`src/rtl/clint_timer_if.sv`:
```
// clint_timer_if: single-outstanding register bus between a bus master and the CLINT.
// The master holds ren/wen until busy drops; busy=0 marks the completing cycle.
interface clint_timer_if;
  logic [15:0] addr;
  logic        ren;
  logic        wen;
  logic [31:0] wdata;
  logic [3:0]  byte_en;
  logic [31:0] rdata;
  logic        busy;

  modport master (output addr, ren, wen, wdata, byte_en, input rdata, busy);
  modport slave  (input addr, ren, wen, wdata, byte_en, output rdata, busy);
endinterface

```
`src/rtl/clint_timer.sv`:
```
// clint_timer: core-local interruptor with per-hart msip/mtimecmp, a shared
// prescaled 64-bit mtime, level timer/software interrupts and 1-cycle clear
// pulses on their falling edges.
// Optional feature: define CLINT_MTIME_HALT_EN to add the mtime_halt input,
// which freezes the prescaler and mtime while high (bus writes still land).
module clint_timer #(
  parameter int NUM_HARTS = 1,
  parameter int MTIME_DIV = 1
) (
  input  logic                 CLK,
  input  logic                 RST,
`ifdef CLINT_MTIME_HALT_EN
  input  logic                 mtime_halt,
`endif
  clint_timer_if.slave         bus,
  output logic [63:0]          mtime,
  output logic [NUM_HARTS-1:0] timer_int,
  output logic [NUM_HARTS-1:0] soft_int,
  output logic [NUM_HARTS-1:0] timer_int_clear,
  output logic [NUM_HARTS-1:0] soft_int_clear
);

  localparam int              PW         = (MTIME_DIV > 1) ? $clog2(MTIME_DIV) : 1;
  localparam logic [PW-1:0]   PRESC_MAX  = PW'(MTIME_DIV - 1);
  localparam int              CMP_BASE   = 'h800;     // 0x4000 in 8-byte units
  localparam logic [13:0]     MTIME_LO_W = 14'h2FFE;  // 0xBFF8 in word units
  localparam logic [13:0]     MTIME_HI_W = 14'h2FFF;  // 0xBFFC in word units

  typedef enum logic {IDLE, RESP} state_e;

  state_e               state_q, state_d;
  logic                 busy_q, busy_d;
  logic [31:0]          rdata_q, rdata_d;
  logic [15:2]          addr_q, addr_d;
  logic [31:0]          wdata_q, wdata_d;
  logic [3:0]           be_q, be_d;
  logic                 write_q, write_d;
  logic [63:0]          mtime_q, mtime_d;
  logic [PW-1:0]        presc_q, presc_d;
  logic [63:0]          mtimecmp_q [NUM_HARTS];
  logic [63:0]          mtimecmp_d [NUM_HARTS];
  logic [NUM_HARTS-1:0] msip_q, msip_d;
  logic [NUM_HARTS-1:0] tint_q, tint_d;
  logic [NUM_HARTS-1:0] tclr_q, tclr_d;
  logic [NUM_HARTS-1:0] sclr_q, sclr_d;
  logic [31:0]          rd_val;
  logic                 halt;
  logic                 commit;
  logic                 inc;

`ifdef CLINT_MTIME_HALT_EN
  assign halt = mtime_halt;
`else
  assign halt = 1'b0;
`endif

  // Replace only the bytes selected by be, keep the rest of the old word.
  function automatic logic [31:0] merge_bytes(input logic [31:0] old_v,
                                              input logic [31:0] new_v,
                                              input logic [3:0]  be);
    logic [31:0] res;
    for (int b = 0; b < 4; b++) begin
      res[8*b +: 8] = be[b] ? new_v[8*b +: 8] : old_v[8*b +: 8];
    end
    return res;
  endfunction

  // Read mux on the live request address; sampled into rdata when captured.
  always_comb begin
    rd_val = '0;
    for (int h = 0; h < NUM_HARTS; h++) begin
      if (bus.addr[15:2] == 14'(h)) begin
        rd_val = {31'd0, msip_q[h]};
      end
      if (bus.addr[15:3] == 13'(CMP_BASE + h)) begin
        rd_val = bus.addr[2] ? mtimecmp_q[h][63:32] : mtimecmp_q[h][31:0];
      end
    end
    if (bus.addr[15:2] == MTIME_LO_W) rd_val = mtime_q[31:0];
    if (bus.addr[15:2] == MTIME_HI_W) rd_val = mtime_q[63:32];
  end

  // Bus FSM: capture a request in IDLE, answer and commit in RESP, then back to IDLE.
  always_comb begin
    state_d = state_q;
    busy_d  = busy_q;
    rdata_d = rdata_q;
    addr_d  = addr_q;
    wdata_d = wdata_q;
    be_d    = be_q;
    write_d = write_q;
    case (state_q)
      IDLE: begin
        if (bus.ren | bus.wen) begin
          state_d = RESP;
          busy_d  = 1'b0;
          addr_d  = bus.addr[15:2];
          wdata_d = bus.wdata;
          be_d    = bus.byte_en;
          write_d = bus.wen;
          rdata_d = bus.wen ? 32'd0 : rd_val;
        end
      end
      RESP: begin
        state_d = IDLE;
        busy_d  = 1'b1;
      end
      default: begin
        state_d = IDLE;
        busy_d  = 1'b1;
      end
    endcase
  end

  assign commit = (state_q == RESP) && write_q && (be_q != 4'd0);
  assign inc    = (presc_q == PRESC_MAX) && !halt;

  // Timer, register writes, compare and clear-pulse generation for the next cycle.
  always_comb begin
    presc_d    = halt ? presc_q : (inc ? '0 : presc_q + 1'b1);
    mtime_d    = mtime_q + {63'd0, inc};
    msip_d     = msip_q;
    mtimecmp_d = mtimecmp_q;
    if (commit) begin
      if (addr_q == MTIME_LO_W) begin
        mtime_d = {mtime_q[63:32], merge_bytes(mtime_q[31:0], wdata_q, be_q)};
        presc_d = '0;
      end
      if (addr_q == MTIME_HI_W) begin
        mtime_d = {merge_bytes(mtime_q[63:32], wdata_q, be_q), mtime_q[31:0]};
        presc_d = '0;
      end
      for (int h = 0; h < NUM_HARTS; h++) begin
        if (addr_q == 14'(h) && be_q[0]) begin
          msip_d[h] = wdata_q[0];
        end
        if (addr_q[15:3] == 13'(CMP_BASE + h)) begin
          if (addr_q[2]) begin
            mtimecmp_d[h][63:32] = merge_bytes(mtimecmp_q[h][63:32], wdata_q, be_q);
          end else begin
            mtimecmp_d[h][31:0] = merge_bytes(mtimecmp_q[h][31:0], wdata_q, be_q);
          end
        end
      end
    end
    tint_d = '0;
    for (int h = 0; h < NUM_HARTS; h++) begin
      tint_d[h] = (mtime_d >= mtimecmp_d[h]);
    end
    tclr_d = tint_q & ~tint_d;
    sclr_d = msip_q & ~msip_d;
  end

  // State registers; reset drops any pending write and suppresses clear pulses.
  always_ff @(posedge CLK) begin
    if (RST) begin
      state_q <= IDLE;
      busy_q  <= 1'b1;
      rdata_q <= '0;
      addr_q  <= '0;
      wdata_q <= '0;
      be_q    <= '0;
      write_q <= 1'b0;
      mtime_q <= '0;
      presc_q <= '0;
      for (int h = 0; h < NUM_HARTS; h++) begin
        mtimecmp_q[h] <= '1;
      end
      msip_q  <= '0;
      tint_q  <= '0;
      tclr_q  <= '0;
      sclr_q  <= '0;
    end else begin
      state_q    <= state_d;
      busy_q     <= busy_d;
      rdata_q    <= rdata_d;
      addr_q     <= addr_d;
      wdata_q    <= wdata_d;
      be_q       <= be_d;
      write_q    <= write_d;
      mtime_q    <= mtime_d;
      presc_q    <= presc_d;
      mtimecmp_q <= mtimecmp_d;
      msip_q     <= msip_d;
      tint_q     <= tint_d;
      tclr_q     <= tclr_d;
      sclr_q     <= sclr_d;
    end
  end

  assign bus.rdata       = rdata_q;
  assign bus.busy        = busy_q;
  assign mtime           = mtime_q;
  assign timer_int       = tint_q;
  assign soft_int        = msip_q;
  assign timer_int_clear = tclr_q;
  assign soft_int_clear  = sclr_q;

endmodule

```
`src/flat_wrapper.sv`:
```
// flat-port wrapper written by rule: the top's interface ports become plain ports
module clint_timer_flat 
#(
  parameter int NUM_HARTS = 1,
  parameter int MTIME_DIV = 1
)
  (CLK, RST, mtime, timer_int, soft_int, timer_int_clear, soft_int_clear, bus_addr, bus_ren, bus_wen, bus_wdata, bus_byte_en, bus_rdata, bus_busy);
  clint_timer_if bus_i ();
  input  logic CLK;
  input  logic RST;
  output logic [63:0] mtime;
  output logic [NUM_HARTS-1:0] timer_int;
  output logic [NUM_HARTS-1:0] soft_int;
  output logic [NUM_HARTS-1:0] timer_int_clear;
  output logic [NUM_HARTS-1:0] soft_int_clear;
  input wire logic [$bits(bus_i.addr)-1:0] bus_addr;
  input wire logic [$bits(bus_i.ren)-1:0] bus_ren;
  input wire logic [$bits(bus_i.wen)-1:0] bus_wen;
  input wire logic [$bits(bus_i.wdata)-1:0] bus_wdata;
  input wire logic [$bits(bus_i.byte_en)-1:0] bus_byte_en;
  output wire logic [$bits(bus_i.rdata)-1:0] bus_rdata;
  output wire logic [$bits(bus_i.busy)-1:0] bus_busy;
  assign bus_i.addr = bus_addr;
  assign bus_i.ren = bus_ren;
  assign bus_i.wen = bus_wen;
  assign bus_i.wdata = bus_wdata;
  assign bus_i.byte_en = bus_byte_en;
  assign bus_rdata = bus_i.rdata;
  assign bus_busy = bus_i.busy;
  clint_timer #(.NUM_HARTS(NUM_HARTS), .MTIME_DIV(MTIME_DIV)) u_core (.CLK(CLK), .RST(RST), .bus(bus_i), .mtime(mtime), .timer_int(timer_int), .soft_int(soft_int), .timer_int_clear(timer_int_clear), .soft_int_clear(soft_int_clear));
endmodule
```
`config.mk`:
```
export PLATFORM = sky130hd
export DESIGN_NAME = clint_timer_flat
export DESIGN_NICKNAME = d
export VERILOG_FILES = /design/src/rtl/clint_timer_if.sv /design/src/rtl/clint_timer.sv /design/src/flat_wrapper.sv
export SDC_FILE = /design/constraint.sdc
export NUM_CORES = 1
export LEC_CHECK = 0
export CAP_MARGIN = 10
export CORE_UTILIZATION = 35
export DETAILED_ROUTE_END_ITERATION = 6
export GPL_TIMING_DRIVEN = 1
export PLACE_DENSITY = 0.56
export SLEW_MARGIN = 20
export SYNTH_ARGS = -nofsm -noshare
export SYNTH_HDL_FRONTEND = slang
export SYNTH_SLANG_ARGS = --single-unit
```
`constraint.sdc`:
```
create_clock -name CLK -period 10.4 [get_ports CLK]
set_input_delay 1.04 -clock CLK [delete_from_list [all_inputs] [get_ports CLK]]
set_output_delay 1.04 -clock CLK [all_outputs]
set_load 0.05 [all_outputs]
```
==> results of run 1 <==
## registers in the layout, indices dropped and copies added, names as in the netlist
signal and cells:
u_core.addr_q 14, u_core.write_q 1, u_core.soft_int 1, u_core.wdata_q 32, u_core.soft_int_clear 1, u_core.timer_int 1
u_core.bus.rdata 32, u_core.be_q 4, u_core.mtimecmp_q 64, u_core.state_q 1, u_core.mtime 64, u_core.timer_int_clear 1
u_core.bus.busy 1
## metrics by stage
step                      area [µm²]  hold slack [ns]  setup slack, ns
after floorplan                12400           0.4448            6.460
after global placement         14340           0.4466            4.690
after detailed placement       14340           0.4486            4.689
after CTS                      15170           0.4565            4.674
after global routing           15170           0.4918            4.258
final                          15170           0.4517            4.597
## tightest hold or removal path, delay by kind of cell (launching register included)
kind	cells	cell delay [ns]
AO/OA/AOI/OAI	1	0.05
AND/OR/NAND/NOR	1	0.05
flip-flops	1	0.31
## layout by cell type, fill, tap and decap left out, types with 30 or more instances in the layout
| master | count |
|---|---|
| sky130_fd_sc_hd__a211oi_1 | 30 |
| sky130_fd_sc_hd__a21oi_1 | 115 |
| sky130_fd_sc_hd__a22oi_1 | 30 |
| sky130_fd_sc_hd__clkdlybuf4s50_1 | 152 |
| sky130_fd_sc_hd__dfxtp_1 | 217 |
| sky130_fd_sc_hd__ha_1 | 65 |
| sky130_fd_sc_hd__mux2i_1 | 74 |
| sky130_fd_sc_hd__nand2_1 | 258 |
| sky130_fd_sc_hd__nand3_1 | 55 |
| sky130_fd_sc_hd__nand4_1 | 41 |
| sky130_fd_sc_hd__nor2_1 | 137 |
| sky130_fd_sc_hd__nor3_1 | 57 |
| sky130_fd_sc_hd__o21ai_0 | 30 |
## cell families (layout without fill, tap and decap cells)
family,Yosys count,in the layout
AND/OR/NAND/NOR,675,675
AO/OA/AOI/OAI,294,294
buffers and inverters,94,237
flip-flops,217,217
adder cells (fa/ha/maj),65,65
multiplexers,118,118
## final timing paths
check                                         start                     end  slack, ns  cells after the start
worst max register to register       u_core.be_q[1]  u_core.timer_int_clear       4.60                     13
worst min-delay path            u_core.bus.rdata[0]     u_core.bus.rdata[0]       0.45                      2
worst max-delay path                 u_core.be_q[1]  u_core.timer_int_clear       4.60                     13
worst min register to register  u_core.bus.rdata[0]     u_core.bus.rdata[0]       0.45                      2
## power by group through the flow
stage	registers, µW	clock network [µW]	logic, µW
after floorplan	884	0	66.7
after global placement	892	0	113
after detailed placement	892	0	114
after CTS	874	927	114
after global routing	876	962	125
final	874	913	113
## layer usage
metal  wire [µm]  track usage [%]  up-vias
li1            -                -     5709
met1       21330            35.68     5862
met2       21320            41.40      438
met3        2829            3.220       63
met4         906            6.185        0
met5           0                0        -
## layout make-up
type / instances / area [µm²]
Fill cell: 3562 / 19540
Multi-Input combinational cell: 1152 / 7655
Sequential cell: 217 / 4344
Timing Repair Buffer: 177 / 1707
Clock buffer: 39 / 760.7
Tap cell: 455 / 569.3
Clock inverter: 5 / 78.83
Inverter: 16 / 60.06
==> results.txt, run 1 <==
* Number of resized instances in the post-cts repair step: 0
- Avg Synthesized Cell Area: 8.478 µm²
- Per report_power, the sequential group accounts for between 40% and 50% of the total.
* Worst Path Buf+Inv: 0
- In the final routed layout, each cell accounts on average for 22.51 µm.
- After Yosys synthesis, XOR and XNOR cells account for 0% of the synthesized area.
- The wire-length estimate of the detail-placed layout is approximately 34 mm.
- In this run the biggest area consumer among cell types represents 35.02% of the synthesized area.
* Period minus WS final: 5.803 ns
* Post-route fraction of the period consumed by the critical path: 55.80%
* Count leader, synth: sky130_fd_sc_hd__nand2_1
- The most used flip-flop cell after synthesis is sky130_fd_sc_hd__dfxtp_1.
- Post-route antenna net violation count: 0
- Post-synth EDFFs: 0
- Status: finished, final reports clean
- Placer congestion estimate: 0.9463
- CTS saw 217 sinks.
* Total power after layout: 1901 µW
- Yosys top cell by area: sky130_fd_sc_hd__dfxtp_1
- Power per cell area: 125.3 mW/mm²
- Library cells used by synthesis: 83
- In this run the tool buffered the top-level ports with 154 buffer cells.
- Internal power of the cells: 1441 µW
- The worst setup path is of the register to register kind.
- Of the cells placed in the final design, the portion with a size suffix greater than 1 is ~9%.
- Setup total negative slack on the finished layout was measured at 0 ns.
- The routed layout has between 10000 and 15000 vias.
- Worst-Margin Slew: about 1.0 ns
* Unrepaired setup endpoints after global routing: false
- Critical path cell sequence: nor4_4 -> or4_1 -> nor4_2 -> nor2_1 -> mux2_2 -> nor2_1 -> ha_1 -> nand2_1 -> nor4_1 -> nand4_1 -> nor4_1 -> a311oi_1 -> and4_1
* Mux contribution to synthesized area: 12.75%
* Switching power share of the total: 24.22%
- Synthesis-stage register bit count: 217
- IR analysis of the VDD net gives a maximum drop of between 100 and 150 µV.
- Among cell families on the critical path, the largest total delay comes from simple AND/OR/NAND/NOR gates.
- Measured along the x axis, the die boundary spans 190.3 µm.
- Maximum capacitance violations: 0
- The floorplan has 68 rows.
- Dividing the detail-routed via count by the number of cells gives 5.857.
- Worst setup skew after layout: 0.02319 ns
* Insertion delay to the later sink of the worst-skew pair: 0.55 ns
- Clock tree synthesis inserted a total of 26 buffers.
- The first global-routing pass estimated between 70 and 80 mm of wire.
* IO Pins: 157
- Clock-pin slew was measured on the worst setup and hold paths at 0.06 ns.
- In this run the static leakage power is 0.005943 µW.
- The clock passes through at most 3 buffers.
* Pin count of the biggest net entering global routing: roughly 80
* Cell Count Post-Placement: 2017
- The synthesized netlist devotes 26.54% of its cell area to simple gates.
* Main combinational cell family by area after synthesis: simple AND/OR/NAND/NOR gates
* CTS Root Cell: sky130_fd_sc_hd__clkbuf_16
- Critical path peak fanout: 17
- GRT Resource Usage Total: roughly a quarter
- The worst setup path is captured at a register.
- The largest single stage delay on the critical path is 0.97 ns.
- In this run, post-CTS hold repair placed 0 buffers.
- Share of flip-flops with an asynchronous set or reset: 0%
- Endpoints failing setup: 0
* Number of antenna violations at the first check in global routing: 0
- Highest attainable clock frequency: 0.1723 GHz
- Per report_power, the clock group accounts for 48.1% of the total.
- Leading cell types by total area after synthesis: sky130_fd_sc_hd__dfxtp_1, sky130_fd_sc_hd__nand2_1, sky130_fd_sc_hd__ha_1
- Combinational share of power: between 5 and 6%
- Critical path startpoint category: register
- The total count of hold-check failures in the final report came to 0.
- Once layout is complete, the cells apart from fillers number 2061.
- The number of nets handed over by synthesis was about 1600.
* Number of slew-limit violations in the final report: 0
* Class of the tightest hold or removal check: register to register
* Aggregate routed wire length: between 40 and 50 mm
- Yosys warning total: 0
- Summing the areas of all compound-gate instances in the mapped netlist gives 15.70% of the synthesized area.
* CTS tree: done
- The first detailed-routing pass ran for 7 iterations.
- For the worst setup path, the data required time is 10.80 ns.
- Die extent in y: between 150 and 200 µm
* Starting utilization of the core area: 35.73%
- Slowest CP cell: sky130_fd_sc_hd__or4_1
- For this run the aggregate overflow at the end of global routing stands at 0.
- Final core area utilization: around 44%
* Net switching power figure: 460.4 µW
- In this run the number of H-tree levels came out at 1.
- For this run, design rule violations remaining after detail routing come to 0.
- After the last flow step, the layout net total stands at 1711.
- Netlist area before placement: about 0.012 mm²
- Data arrives at the worst endpoint at 6.21 ns.
- The repair_antennas step left the layout with diodes totalling 0.
- The die covers between 0.03 and 0.04 mm².
- Ranked by instance count, the synthesized netlist is headed by sky130_fd_sc_hd__nand2_1, sky130_fd_sc_hd__dfxtp_1, sky130_fd_sc_hd__nor2_1.
- After synthesis, flip-flops and latches occupy 35.02% of the total area.
* Area of the core region: 0.03471 mm²
- The worst pin sits at a relative slew slack of 30.15%.
* Adder-cell area share of the yosys netlist: under 10%
- Vias in the first global route: 11500
- Cells after Synth: roughly 1500
- Post-CTS setup buffer count: 0
- The first routing iteration left 1030 violations.
- Relative to the synthesized area, the layout overhead comes to 22.34%.
Note: power is estimated with default switching activity, not from simulation.
==> run 2: changes to the inputs <==
PLACE_DENSITY = 0.58   (was 0.56)
clock period = 4.8 ns   (was 10.4 ns; I/O delays follow)
==> results.txt, run 2 (synthesis results as in run 1) <==
* IO Pins: 157 (unchanged)
* Post-CTS setup buffer count: 0 (unchanged)
- Aggregate routed wire length: 48.51 mm (+4.6%)
- Final routed DRC violation total: 0 (unchanged)
* Period minus WS final: 4.482 ns (-1.321 ns)
- The total core area is 0.03471 mm² (unchanged).
- Worst-Margin Slew: 0.9224 ns (-0.1197 ns)
* Headroom to the max-slew limit: 38.51% (+8.4 points)
- Critical path peak fanout: 6 (-11)
* CTS tree: done
- The full die area was 0.03620 mm² (unchanged).
* Number of search-and-repair iterations in the first detailed-routing pass: 6 (-1)
* Pin count of the biggest net entering global routing: 82 (+1.2%)
* Initial DRC Count: 1000 (-2.9%)
- The number of placed instances, taps included was 2084 (+3.3%).
* Worst r2r dst: u_core.timer_int_clear
- The final worst-path cycle share is 93.37% (+38 points).
- The worst setup slack for register-to-register paths came to 0.32 ns (-4.28 ns).
* Total number of vias: 12270 (+1.6%)
- Setup repair after global routing left no endpoint under its margin.
- By instance count, the cell type seen most on the critical path is sky130_fd_sc_hd__nand2_1.
- The width of the die is 190.3 µm (unchanged).
- Starting utilization of the core area: 35.73% (unchanged)
- Final design area excluding fillers: 0.01573 mm² (+3.7%)
- Combined area of the multi-input logic cells: 0.007664 mm² (+0.11%)
- The library cell used most frequently in the layout, excluding fill and tap cells, is sky130_fd_sc_hd__nand2_1.
* Static power due to leakage: 0.006306 µW (+6.1%)
- Type of destination of the critical path: register
* Total number of nets in the final design: 1779 (+4.0%)
- The clock transition at the register clock pins on the worst setup and hold paths after CTS is 0.06 ns (about the same).
* Dpl hpwl: 36.37 mm (+6.0%)
- Placer congestion estimate: 0.9392 (-0.75%)
* Critical path cell sequence: nand2_1 -> or4_1 -> nor2_2 -> nand2_1 -> o21ai_0 -> a21oi_1 -> ha_1 -> a2111oi_0 -> buf_4 -> o311ai_0 -> a211o_1 -> a311oi_1 -> and4_1
* Number of buffers created by CTS: 26 (unchanged)
* Number of slew-limit violations in the final report: 0 (unchanged)
* Die extent in y: 190.3 µm (unchanged)
* Maximum count of clock buffers along a single path: 3 (unchanged)
- CTS Root Cell: sky130_fd_sc_hd__clkbuf_16
- The post-route antenna net violation count is 0 (unchanged).
- Endpoints failing setup: 0 (unchanged)
- The cell area reported after detailed placement is 0.01484 mm² (+3.5%).
- Hold Crit Start: u_core.bus.rdata[0]
* H-tree level count: 1 (unchanged)
- Share of cells above drive strength 1: 12.87% (+4.0 points)
- The final total negative setup slack was 0 ns (unchanged).
- Critical setup path kind: register to register
- Class of the tightest hold or removal check: register to register
- The largest individual stage delay along the critical path comes from the cell sky130_fd_sc_hd__or4_1.
* Critical path required time: 5.27 ns (-5.53 ns)
- GRT Resource Usage Total: 26.88% (+1.4 points)
* Highest ir drop seen on vdd: 255.2 µV (+140%)
- The number of cells traversed by the worst register-to-register path was 13 (unchanged).
* Critical path startpoint category: register
- The worst hold path stage count was 2 (unchanged).
- Delay of the slowest cell on the worst path: 0.68 ns (-0.29 ns)
* I/O Buffers: 154 (unchanged)
* Mean number of vias per cell: 5.752 (-1.8%)
- Area added between synthesis and finish: 26.81%
- # fillers: 3496 (-1.9%)
- Highest attainable clock frequency: 0.2231 GHz (+29%)
* Wire length of the first global-routing pass: 74.50 mm (+4.9%)
* Detailed-route wire length per cell: 22.74 µm (+1.0%)
- The register cell area after layout was 0.004344 mm² (unchanged).
- The count of non-filler cells in the finished layout came to 2133 (+3.5%).
- Clk sinks: 217 (unchanged)
* Site Rows: 68 (unchanged)
* Worst setup skew after layout: 0.01825 ns (-0.004944 ns)
- The worst hold path terminates at u_core.bus.rdata[0].
- Status: finished, final reports clean
* Worst R2R Start: u_core.state_q
- The count of antenna diodes in the layout is 0 (unchanged).
* Power per cell area: 262.4 mW/mm² (+110%)
- The max-capacitance violation count is 0 (unchanged).
- Insertion delay to the later sink of the worst-skew pair: 0.54 ns (about the same)
- Hold violation total from the final report: 0 (unchanged)
- The worst endpoint data arrival time was 4.95 ns (-1.26 ns).
- GRT Residual Overflow: 0 (unchanged)
- Leading cell types in the layout, fill and taps excluded: sky130_fd_sc_hd__nand2_1, sky130_fd_sc_hd__dfxtp_1, sky130_fd_sc_hd__clkdlybuf4s50_1, sky130_fd_sc_hd__nor2_1, sky130_fd_sc_hd__a21oi_1
* Vias in the first global route: 12010 (+4.5%)
* Number of antenna violations at the first check in global routing: 0 (unchanged)
run 2: repair_timing:
item	CTS	global route
hold buffers	0	0
hold endpoints to repair	0	0
gates resized for setup	0	2
setup endpoints to repair	0	1
run 2: worst max-delay path by stage:
stage,end,depth (start not counted),slack (ns),startpoint
2_1_floorplan,u_core.timer_int_clear,14,0.86,u_core.mtime[2]
3_3_place_gp,u_core.timer_int_clear,13,0.51,u_core.state_q
3_5_place_dp,u_core.timer_int_clear,14,0.40,u_core.mtime[19]
4_1_cts,u_core.timer_int_clear,14,0.38,u_core.mtime[19]
5_1_grt,u_core.timer_int_clear,14,0.01,u_core.mtime[19]
6_report,u_core.timer_int_clear,13,0.32,u_core.state_q
run 2: power breakdown:
group          switching (µW)  total, µW  internal [µW]
clock                     799       1970           1180
sequential               52.5       1890           1840
combinational             161        265            104
total                    1010       4130           3120
run 2: metrics by stage:
step / hold slack (ns) / power (µW) / setup slack (ns) / utilization, %
3_3_place_gp: 0.4457 / 2183 / 0.5096 / 42.74
3_5_place_dp: 0.4513 / 2187 / 0.3954 / 42.74
6_report: 0.4545 / 4128 / 0.3182 / 45.31
5_1_grt: 0.4918 / 4272 / 0.01179 / 45.31
4_1_cts: 0.4590 / 4168 / 0.3768 / 45.21
2_1_floorplan: 0.4448 / 2059 / 0.8599 / -
run 2: final cells by class:
type / count / share of cell area (%)
Multi-Input combinational cell: 1152 / 48.72
Sequential cell: 217 / 27.62
Timing Repair Buffer: 245 / 14.22
Clock buffer: 41 / 5.012
Tap cell: 455 / 3.619
Clock inverter: 7 / 0.4216
Inverter: 16 / 0.3818
run 2: worst max-delay path: cells and delay by family (launching register included):
| family | cells | cell delay, ns |
|---|---|---|
| AO/OA/AOI/OAI | 6 | 1.94 |
| AND/OR/NAND/NOR | 5 | 1.64 |
| flip-flops | 1 | 0.43 |
| buffers and inverters | 1 | 0.21 |
| adder cells (fa/ha/maj) | 1 | 0.20 |
run 2: layer usage:
metal	global-route usage [%]	wire length [µm]	vias up
met3	2.981	2660	62
met1	37.73	22390	5949
met4	6.154	1012	0
met2	44.02	22450	410
met5	0	0	-
li1	-	-	5848
==> run 3: changes to the inputs <==
PLACE_DENSITY = default   (was 0.58)
==> results.txt, run 3 (synthesis results as in run 1) <==
- IO Pins: 157 (unchanged)
- STA classifies the critical path startpoint as a register.
- Combined area of the multi-input logic cells: 0.007661 mm² (about the same)
- Final standard cell count with taps included and fillers excluded: 2167 (+1.6%)
- Cell Area, Placed: 0.01509 mm² (+1.7%)
* R2r setup slk: 0.29 ns (-0.03 ns)
- Die extent in y: 190.3 µm (unchanged)
- The initial cell density of the core was 35.73% (unchanged).
* Commonest non-fill, non-tap cell in the layout: sky130_fd_sc_hd__nand2_1
- The critical path required time was 5.29 ns (+0.02 ns).
- The overall fraction of global-route tracks in use is 25.74% (-1.1 points).
- Clk sinks: 217 (unchanged)
- The slew of the pin with the lowest slew margin is 0.8508 ns (-0.07155 ns).
- Worst setup skew after layout: 0.01037 ns (-0.007875 ns)
- The run finished with clean final reports.
- Area added between synthesis and finish: 29.62%
* CTS Root Cell: sky130_fd_sc_hd__clkbuf_16
- The worst endpoint data arrival time came to 5.00 ns (+0.05 ns).
- The largest net degree at the start of global routing is 74 (-9.8%).
- The worst setup path is of the register to register kind.
- Headroom to the max-slew limit: 43.14% (+4.6 points)
- The total count of hold-check failures in the final report came to 0 (unchanged).
- Total power after layout: 4374 µW (+6.0%)
* Initial DRC Count: 953 (-4.7%)
* Die ar.: 0.03620 mm² (unchanged)
- The post-route antenna net violation count came to 0 (unchanged).
- Site Rows: 68 (unchanged)
- Static power due to leakage: 0.006511 µW (+3.2%)
- The detail-routed via count per cell is 5.767 (+0.27%).
- Cts-stage hold buffer count: 0 (unchanged)
- Wire length of the first global-routing pass: 71.55 mm (-4.0%)
* Number of antenna violations at the first check in global routing: 0 (unchanged)
- The fmax came to 0.2217 GHz (-0.63%).
* Share of cells above drive strength 1: 14.54% (+1.7 points)
* Insertion delay to the later sink of the worst-skew pair: 0.55 ns (about the same)
* Cell Count Post-Placement: 2116 (+1.5%)
- The total power per unit cell area was 272.1 mW/mm² (+3.7%).
- Detailed-route wire length per cell: 21.78 µm (-4.2%)
- The number of iterations in the first detailed-routing pass was 5 (-1).
- Maximum count of clock buffers along a single path: 3 (unchanged)
- The count of antenna diodes in the layout was 0 (unchanged).
- The count of port buffers added during placement is 154 (unchanged).
- Clock-pin slew of the registers on the worst-case setup and hold paths: 0.06 ns (about the same)
* Number of slew-limit violations in the final report: 0 (unchanged)
* Period minus WS final: 4.510 ns (+0.02833 ns)
- Placer congestion estimate: 1.016 (+8.2%)
- Maximum capacitance violations: 0 (unchanged)
- The number of filler cells placed in the layout is 3448 (-1.4%).
- The H-tree depth reported by CTS is 1 (unchanged).
* Class of the tightest hold or removal check: register to register
- The worst setup path is captured at a register.
- The number of endpoints failing setup at the final stage was 0 (unchanged).
- The final total negative setup slack was 0 ns (unchanged).
- Unrepaired setup endpoints after global routing: false
- Area of the core region: 0.03471 mm² (unchanged)
* Leading cell types in the layout, fill and taps excluded: sky130_fd_sc_hd__nand2_1, sky130_fd_sc_hd__dfxtp_1, sky130_fd_sc_hd__clkdlybuf4s50_1, sky130_fd_sc_hd__nor2_1, sky130_fd_sc_hd__buf_4
- Total number of nets in the final design: 1812 (+1.9%)
- The largest vdd supply drop came to 232.1 µV (-9.0%).
- Die boundary width: 190.3 µm (unchanged)
- CTS tree: done
- Post-route fraction of the period consumed by the critical path: 93.96% (+0.59 points)
- Number of buffers created by CTS: 28 (+7.7%)
- Critical path peak fanout: 8 (+2)
- Total number of vias: 12500 (+1.9%)
- The register cell area after layout came to 0.004344 mm² (unchanged).
* Final design area excluding fillers: 0.01608 mm² (+2.2%)
- Vias in the first global route: 12010 (unchanged)
* Aggregate routed wire length: 47.20 mm (-2.7%)
- Final routed DRC violation total: 0 (unchanged)
- The aggregate global routing overflow came to 0 (unchanged).
* Dpl hpwl: 36.17 mm (-0.56%)
run 3: worst max-delay path, stage by stage (launching register included):
cell and delay (ns):
sky130_fd_sc_hd__dfxtp_1 0.43, sky130_fd_sc_hd__nand2_1 0.14, sky130_fd_sc_hd__or4_1 0.72, sky130_fd_sc_hd__nor2_2 0.36
sky130_fd_sc_hd__buf_4 0.22, sky130_fd_sc_hd__nor2_1 0.05, sky130_fd_sc_hd__a31oi_1 0.20, sky130_fd_sc_hd__ha_1 0.28
sky130_fd_sc_hd__a2111oi_0 0.50, sky130_fd_sc_hd__buf_4 0.20, sky130_fd_sc_hd__o311ai_0 0.25, sky130_fd_sc_hd__a211o_1 0.42
sky130_fd_sc_hd__a311oi_2 0.42, sky130_fd_sc_hd__and4_1 0.25
run 3: stage by stage:
step	setup WS, ns	hold WS [ns]	utilization, %
finish	0.2899	0.4574	46.31
global route	0.03498	0.4775	46.31
CTS	0.1638	0.4575	46.29
detailed placement	0.2100	0.4491	43.47
global placement	0.3204	0.4464	43.47
floorplan	0.8599	0.4448	-
run 3: worst paths after layout:
kind                                          start                endpoint  cells past startpoint
worst max register to register       u_core.state_q  u_core.timer_int_clear                     13
worst min register to register  u_core.bus.rdata[0]     u_core.bus.rdata[0]                      2
worst min-delay path            u_core.bus.rdata[0]     u_core.bus.rdata[0]                      2
worst max-delay path                 u_core.state_q  u_core.timer_int_clear                     13
run 3: power breakdown:
| part | switching, µW | internal [µW] |
|---|---|---|
| registers | 53.0 | 1840 |
| clock network | 828 | 1400 |
| logic | 160 | 101 |
| total | 1040 | 3330 |
run 3: area by class of cell:
cell class / instances / area share, %
clock inverters: 9 / 0.9651
inverters: 16 / 0.3736
well taps: 455 / 3.541
clock buffers: 42 / 5.129
multi-input cells: 1152 / 47.65
flip-flops and latches: 217 / 27.02
repair buffers: 276 / 15.32
run 3: repair_timing:
action | 4_1_cts | 5_1_grt
resized for setup | 0 | 1
setup buffers | 0 | 0
setup endpoints to repair | 0 | 2
run 3: per-layer routing:
| layer | wire length (µm) | global-route usage (%) | vias up | part of all wire (%) |
|---|---|---|---|---|
| li1 | - | - | 5911 | - |
| met1 | 21510 | 35.30 | 6060 | 46 |
| met2 | 21650 | 42.31 | 441 | 46 |
| met3 | 2741 | 3.000 | 86 | 5.8 |
| met4 | 1298 | 7.569 | 0 | 2.8 |
| met5 | 0 | 0 | - | 0 |
